**src/rtl/uart_rx_param.sv**
```systemverilog
// uart_rx_param: oversampling UART receiver with input synchroniser, mid-bit sampling,
// false-start rejection and framing check. Define UART_RX_PARITY_EN to add a parity slot.
module uart_rx_param #(
  parameter int DATA_BITS    = 8,
  parameter int CLKS_PER_BIT = 16,
  parameter int STOP_BITS    = 1,
  parameter int PARITY_ODD   = 0
) (
  input  logic                 clk,
  input  logic                 reset,
  input  logic                 serial_in,
  output logic [DATA_BITS-1:0] data_out,
  output logic                 valid,
  output logic                 frame_err,
  output logic                 parity_err,
  output logic                 busy
);
  localparam int HALF = (CLKS_PER_BIT - 1) / 2;
  localparam int CW   = (CLKS_PER_BIT > 1) ? $clog2(CLKS_PER_BIT) : 1;
  localparam logic [CW-1:0] BIT_RELOAD  = CW'(CLKS_PER_BIT - 1);
  // The IDLE->START edge already consumes one cycle of the half-bit wait.
  localparam logic [CW-1:0] HALF_RELOAD = CW'((HALF > 0) ? HALF - 1 : 0);
  localparam logic [3:0]    LAST_DATA   = 4'(DATA_BITS - 1);
  localparam logic [3:0]    LAST_STOP   = 4'(STOP_BITS - 1);

  typedef enum logic [2:0] {
    S_IDLE,
    S_START,
    S_DATA,
`ifdef UART_RX_PARITY_EN
    S_PARITY,
`endif
    S_STOP,
    S_WAIT_HIGH
  } state_t;

  logic                 r_sync1, r_sync2;
  logic                 w_rx, w_tick;
  state_t               r_state, w_state_nx;
  logic [CW-1:0]        r_cnt, w_cnt_nx;
  logic [3:0]           r_idx, w_idx_nx;
  logic [DATA_BITS-1:0] r_shift, w_shift_nx;
  logic [DATA_BITS-1:0] r_data, w_data_nx;
  logic                 r_stop_bad, w_stop_bad_nx, w_stop_bad_now;
  logic                 r_valid, w_valid_nx;
  logic                 r_ferr, w_ferr_nx;
`ifdef UART_RX_PARITY_EN
  logic                 r_par_bad, w_par_bad_nx;
  logic                 r_perr, w_perr_nx;
`endif

  always_ff @(posedge clk) begin
    if (reset) begin
      r_sync1 <= 1'b1;
      r_sync2 <= 1'b1;
    end else begin
      r_sync1 <= serial_in;
      r_sync2 <= r_sync1;
    end
  end

  assign w_rx   = r_sync2;
  assign w_tick = (r_cnt == '0);

  always_comb begin
    w_state_nx     = r_state;
    w_cnt_nx       = w_tick ? BIT_RELOAD : r_cnt - CW'(1);
    w_idx_nx       = r_idx;
    w_shift_nx     = r_shift;
    w_data_nx      = r_data;
    w_stop_bad_nx  = r_stop_bad;
    w_stop_bad_now = r_stop_bad | ~w_rx;
    w_valid_nx     = 1'b0;
    w_ferr_nx      = 1'b0;
`ifdef UART_RX_PARITY_EN
    w_par_bad_nx   = r_par_bad;
    w_perr_nx      = 1'b0;
`endif
    case (r_state)
      S_IDLE: begin
        w_cnt_nx = '0;
        if (!w_rx) begin
          w_idx_nx      = '0;
          w_stop_bad_nx = 1'b0;
          // With a zero half-bit wait the start sample is this very edge.
          if (HALF == 0) begin
            w_state_nx = S_DATA;
            w_cnt_nx   = BIT_RELOAD;
          end else begin
            w_state_nx = S_START;
            w_cnt_nx   = HALF_RELOAD;
          end
        end
      end
      S_START: begin
        if (w_tick) begin
          if (w_rx) begin
            w_state_nx = S_IDLE;
            w_cnt_nx   = '0;
          end else begin
            w_state_nx = S_DATA;
          end
        end
      end
      S_DATA: begin
        if (w_tick) begin
          w_shift_nx = {w_rx, r_shift[DATA_BITS-1:1]};
          if (r_idx == LAST_DATA) begin
            w_idx_nx = '0;
`ifdef UART_RX_PARITY_EN
            w_state_nx = S_PARITY;
`else
            w_state_nx = S_STOP;
`endif
          end else begin
            w_idx_nx = r_idx + 4'd1;
          end
        end
      end
`ifdef UART_RX_PARITY_EN
      S_PARITY: begin
        if (w_tick) begin
          w_par_bad_nx = ((^r_shift) ^ w_rx) != 1'(PARITY_ODD);
          w_state_nx   = S_STOP;
        end
      end
`endif
      S_STOP: begin
        if (w_tick) begin
          if (r_idx == LAST_STOP) begin
            w_cnt_nx = '0;
            w_idx_nx = '0;
            if (w_stop_bad_now) begin
              w_ferr_nx  = 1'b1;
              w_state_nx = S_WAIT_HIGH;
            end else begin
              w_valid_nx = 1'b1;
              w_data_nx  = r_shift;
`ifdef UART_RX_PARITY_EN
              w_perr_nx  = r_par_bad;
`endif
              w_state_nx = S_IDLE;
            end
          end else begin
            w_idx_nx      = r_idx + 4'd1;
            w_stop_bad_nx = w_stop_bad_now;
          end
        end
      end
      S_WAIT_HIGH: begin
        w_cnt_nx = '0;
        if (w_rx) w_state_nx = S_IDLE;
      end
      default: w_state_nx = S_IDLE;
    endcase
  end

  always_ff @(posedge clk) begin
    if (reset) begin
      r_state    <= S_IDLE;
      r_cnt      <= '0;
      r_idx      <= '0;
      r_stop_bad <= 1'b0;
      r_data     <= '0;
      r_valid    <= 1'b0;
      r_ferr     <= 1'b0;
`ifdef UART_RX_PARITY_EN
      r_par_bad  <= 1'b0;
      r_perr     <= 1'b0;
`endif
    end else begin
      r_state    <= w_state_nx;
      r_cnt      <= w_cnt_nx;
      r_idx      <= w_idx_nx;
      r_stop_bad <= w_stop_bad_nx;
      r_data     <= w_data_nx;
      r_valid    <= w_valid_nx;
      r_ferr     <= w_ferr_nx;
`ifdef UART_RX_PARITY_EN
      r_par_bad  <= w_par_bad_nx;
      r_perr     <= w_perr_nx;
`endif
    end
  end

  // Shift register holds data only; every bit is rewritten before it is delivered.
  always_ff @(posedge clk) begin
    r_shift <= w_shift_nx;
  end

  assign data_out  = r_data;
  assign valid     = r_valid;
  assign frame_err = r_ferr;
  assign busy      = (r_state != S_IDLE);
`ifdef UART_RX_PARITY_EN
  assign parity_err = r_perr;
`else
  logic w_unused_par;
  assign w_unused_par = 1'(PARITY_ODD);
  assign parity_err   = 1'b0;
`endif

endmodule
```
**config.mk**
```make
export PLATFORM = sky130hd
export DESIGN_NAME = uart_rx_param
export DESIGN_NICKNAME = d
export VERILOG_FILES = /design/src/rtl/uart_rx_param.sv
export SDC_FILE = /design/constraint.sdc
export NUM_CORES = 1
export LEC_CHECK = 0
export CAP_MARGIN = 20
export CORE_MARGIN = 8
export CORE_UTILIZATION = 59
export DETAILED_ROUTE_END_ITERATION = 16
export PLACE_DENSITY = 0.8
export SYNTH_ARGS = -nofsm -noshare
export SYNTH_HDL_FRONTEND = slang
export SYNTH_SLANG_ARGS = --single-unit
```
**constraint.sdc**
```tcl
create_clock -name clk -period 5.13 [get_ports clk]
set_input_delay 1.026 -clock clk [delete_from_list [all_inputs] [get_ports clk]]
set_output_delay 1.026 -clock clk [all_outputs]
set_load 0.005 [all_outputs]
```
==> impl_metrics.xml <==
<?xml version="1.0" encoding="UTF-8"?>
<metrics>
  <group name="synthesis">
    <metric name="synthCells" unit="">137</metric>
    <metric name="synth_top_flop_cell" unit="">dfxtp_1</metric>
    <metric name="synth.ff_latch_count" unit="">32</metric>
    <metric name="synth_enable_flop_cells" unit="">8</metric>
    <metric name="postSynth.asyncResetShare" unit="%">0</metric>
    <metric name="syn-num-nets" unit="">144</metric>
    <metric name="synth.yosys.warnings" unit="">0</metric>
    <metric name="synth_area_per_cell" unit="sq um">10.3</metric>
    <metric name="synth-seq-area-share" unit="%">50.8</metric>
    <metric name="ys_types" unit="">44</metric>
    <metric name="cell_area_after_synthesis" unit="sq mm">0.00142</metric>
  </group>
  <group name="cts">
    <metric name="cts_post_setup_buffers_inserted" unit="">0</metric>
    <metric name="cts_inserted_buffers" unit="">5</metric>
    <metric name="cts_resized" unit="">0</metric>
    <metric name="max-clock-path-buffers" unit="">2</metric>
    <metric name="tritoncts_num_sinks" unit="">32</metric>
    <metric name="clk_transition_reported_paths" unit="ns">0.09</metric>
    <metric name="cts_tree" unit="">done</metric>
    <metric name="holdBufCountCts" unit="">0</metric>
    <metric name="ctsRootBufferMaster" unit="">clkbuf_4</metric>
    <metric name="clock_tree.htree_level_count" unit="">2</metric>
    <metric name="worstSkewPairLatency" unit="ns">0.32</metric>
  </group>
  <group name="job">
    <metric name="max-cap-violations" unit="">0</metric>
  </group>
  <group name="power">
    <metric name="power.combinational.fraction" unit="%">20.1</metric>
    <metric name="power_density" unit="mW/mm^2">371</metric>
    <metric name="power.clock.fraction" unit="%">30.0</metric>
    <metric name="power_frac_seq" unit="%">49.9</metric>
    <metric name="power.ir.vdd_worst" unit="mV">0.297</metric>
    <metric name="total_leakage_power" unit="nW">0.621</metric>
    <metric name="power_report.internal_total" unit="mW">0.432</metric>
    <metric name="p_switching" unit="mW">0.167</metric>
    <metric name="switch_share" unit="%">27.8</metric>
  </group>
  <group name="floorplan">
    <metric name="floorplan.die.width" unit="um">65.0</metric>
    <metric name="initial_core_util" unit="%">63.5</metric>
    <metric name="rows" unit="">17</metric>
    <metric name="die_boundary_height" unit="um">65.0</metric>
    <metric name="core-area" unit="sq mm">0.00223</metric>
    <metric name="total_i_o_pin_count" unit="">15</metric>
    <metric name="design.die.area" unit="sq mm">0.00423</metric>
  </group>
  <group name="place">
    <metric name="hpwl" unit="mm">1.84</metric>
    <metric name="gpl.final_weighted_congestion" unit="">0.817</metric>
    <metric name="postPlaceCellArea" unit="sq mm">0.00154</metric>
    <metric name="detailedPlace.worstSlack" unit="ns">2.45</metric>
    <metric name="numPortBuffers" unit="">13</metric>
  </group>
  <group name="detailed_routing">
    <metric name="detail_route.drc_violations" unit="">0</metric>
    <metric name="drtAntennaViolNets" unit="">0</metric>
    <metric name="routed_via_density" unit="">5.91</metric>
    <metric name="drt-total-wl" unit="mm">2.56</metric>
    <metric name="drt_first_pass_iters" unit="">4</metric>
    <metric name="dr.first_iter.drc_count" unit="">56</metric>
    <metric name="drt-wirelength-per-cell" unit="um">14.4</metric>
    <metric name="routed-via-count" unit="">1052</metric>
  </group>
  <group name="global_route">
    <metric name="grtUsageTotal" unit="%">13.4</metric>
    <metric name="number_of_antenna_violations_at_the_first_check_in_global_routing" unit="">0</metric>
    <metric name="global_route.overflow_total" unit="">0</metric>
    <metric name="via_count_of_the_first_global_routing_pass" unit="">987</metric>
    <metric name="first_pass_grt_wire_length" unit="mm">4.47</metric>
    <metric name="grt_start_max_net_pins" unit="">27</metric>
  </group>
  <group name="timing">
    <metric name="number_of_max_slew_violations_in_the_final_report" unit="">0</metric>
    <metric name="final_critical_path_setup_slack" unit="ns">2.49</metric>
    <metric name="final.min_clock_period" unit="ns">2.64</metric>
    <metric name="report.final.hold_viol_count" unit="">0</metric>
    <metric name="setup_skew" unit="ns">0.00833</metric>
    <metric name="final.hold.worst_slack" unit="ns">0.415</metric>
    <metric name="achievable-frequency" unit="GHz">0.379</metric>
    <metric name="period_share" unit="%">51.4</metric>
    <metric name="final_setup_violations" unit="">0</metric>
    <metric name="worstMarginPinSlew" unit="ns">0.875</metric>
    <metric name="unrepaired_setup_endpoints_after_global_routing" unit="">no</metric>
    <metric name="timing.slew.headroom" unit="%">41.5</metric>
    <metric name="finalSetupTns" unit="ns">0</metric>
  </group>
  <group name="setup_path">
    <metric name="worst-endpoint-required" unit="ns">4.10</metric>
    <metric name="timing.critical_path.arrival" unit="ns">1.61</metric>
    <metric name="crit_path_start_kind" unit="">flip-flop</metric>
    <metric name="reg2reg_slack" unit="ns">3.00</metric>
    <metric name="worst-path-max-fanout" unit="">14</metric>
    <metric name="crit-reg2reg-capture" unit="">data_out[0]</metric>
    <metric name="slowest_stage" unit="">clkdlybuf4s50_1</metric>
    <metric name="crit_path_end_kind" unit="">output pin</metric>
    <metric name="worstSetupPathType" unit="">flip-flop to output pin</metric>
    <metric name="path_cells" unit="">or3_1, clkdlybuf4s50_1</metric>
    <metric name="worst_path_largest_cell_delay" unit="ns">0.46</metric>
    <metric name="reg2reg_from" unit="">r_cnt[0]</metric>
    <metric name="reg2reg_depth" unit="">6</metric>
  </group>
  <group name="finish">
    <metric name="most-common-layout-cells" unit="">dfxtp_1 (24), nor2_1 (14), clkdlybuf4s50_1 (13)</metric>
    <metric name="layout_cell_share_with_drive_strength_beyond_1" unit="%">10.7</metric>
    <metric name="finalNetCount" unit="">156</metric>
    <metric name="syn2layout_area_growth" unit="%">13.9</metric>
    <metric name="n_antenna_cell" unit="">0</metric>
    <metric name="utilization" unit="%">72.3</metric>
    <metric name="layout.cell_area.non_filler" unit="sq mm">0.00161</metric>
    <metric name="layout.cells.most_common" unit="">dfxtp_1</metric>
  </group>
  <group name="worst_hold_path">
    <metric name="min_from" unit="">r_sync1</metric>
    <metric name="hold_path.class" unit="">flip-flop to flip-flop</metric>
    <metric name="worst_hold_path.endpoint" unit="">r_sync2</metric>
    <metric name="worst_hold_path.num_cells" unit="">1</metric>
  </group>
  <group name="status">
    <metric name="outcome" unit="">completed</metric>
  </group>
</metrics>
-- worst max-delay path by stage --
| stage | cells past startpoint | startpoint | slack, ns | end |
|---|---|---|---|---|
| floorplan | 2 | r_state[2] | 3.27 | busy |
| global placement | 3 | reset | 2.51 | r_idx[3] |
| detailed placement | 3 | reset | 2.45 | r_idx[3] |
| CTS | 2 | r_state[2] | 2.48 | busy |
| global route | 2 | r_state[2] | 2.40 | busy |
| finish | 2 | r_state[2] | 2.49 | busy |
-- cell families (layout without fill, tap and decap cells) --
group / after synthesis / in the layout / synth area share (%)
XOR/XNOR: 1 / 1 / 0.618
buffers and inverters: 14 / 27 / 4.77
multiplexers: 8 / 8 / 5.65
other: 1 / 1 / 0.265
adder cells (fa/ha/maj): 4 / 4 / 3.53
AO/OA/AOI/OAI: 29 / 29 / 13.5
flip-flops: 32 / 32 / 50.8
AND/OR/NAND/NOR: 48 / 48 / 20.8
-- flip-flops by register name, summed over array words and instances, names as in the netlist --
name	count
r_state	3
r_idx	4
r_sync2	1
frame_err	1
r_stop_bad	1
r_shift	8
r_cnt	4
valid	1
r_sync1	1
data_out	8
-- synth_stat cells (3+ instances only) --
cell type,instances,area [sq um]
a211oi_1,3,22.5
mux2i_1,8,80.1
or2_2,3,18.8
nor3_1,3,15.0
nor2_1,14,52.6
buf_2,3,15.0
a21oi_1,9,45.0
dfxtp_1,24,480
nand2_1,7,26.3
o21ai_0,4,20.0
inv_1,6,22.5
ha_1,4,50.1
clkbuf_1,3,11.3
edfxtp_1,8,240
o31ai_1,3,22.5
-- metrics by stage --
stage	std cells	power (mW)
after floorplan	137	0.390
after global placement	170	0.417
after detailed placement	170	0.421
after CTS	178	0.602
after global routing	178	0.634
final	178	0.599
-- worst max-delay path: cells and delay by family (launching register included) --
kind                   cells  cell delay [ns]
buffers and inverters      1             0.46
DFF                        1             0.43
and+or+nand+nor            1             0.41
-- cell type report --
type,count,area (sq um)
clock inverter,2,35.0
timing repair buffer,13,130
inverter,6,22.5
fill,168,619
tap,28,35.0
sequential,32,721
multi-input combinational,91,629
clock buffer,6,41.3
-- power groups by stage --
stage	registers, mW	clock network [mW]	logic (mW)
after global placement	0.303	0	0.114
final	0.299	0.180	0.120
after CTS	0.299	0.186	0.118
after global routing	0.304	0.198	0.133
after floorplan	0.292	0	0.0983
after detailed placement	0.305	0	0.116
-- routing by layer --
metal  vias up  global-route usage (%)  wire length (um)
met5         -                       0                 0
met4         0                    5.99                57
met3         7                    6.70               204
met2        38                    21.1              1220
met1       488                    14.8              1070
li1        519                       -                 -
(Power assumes the default switching activity.)
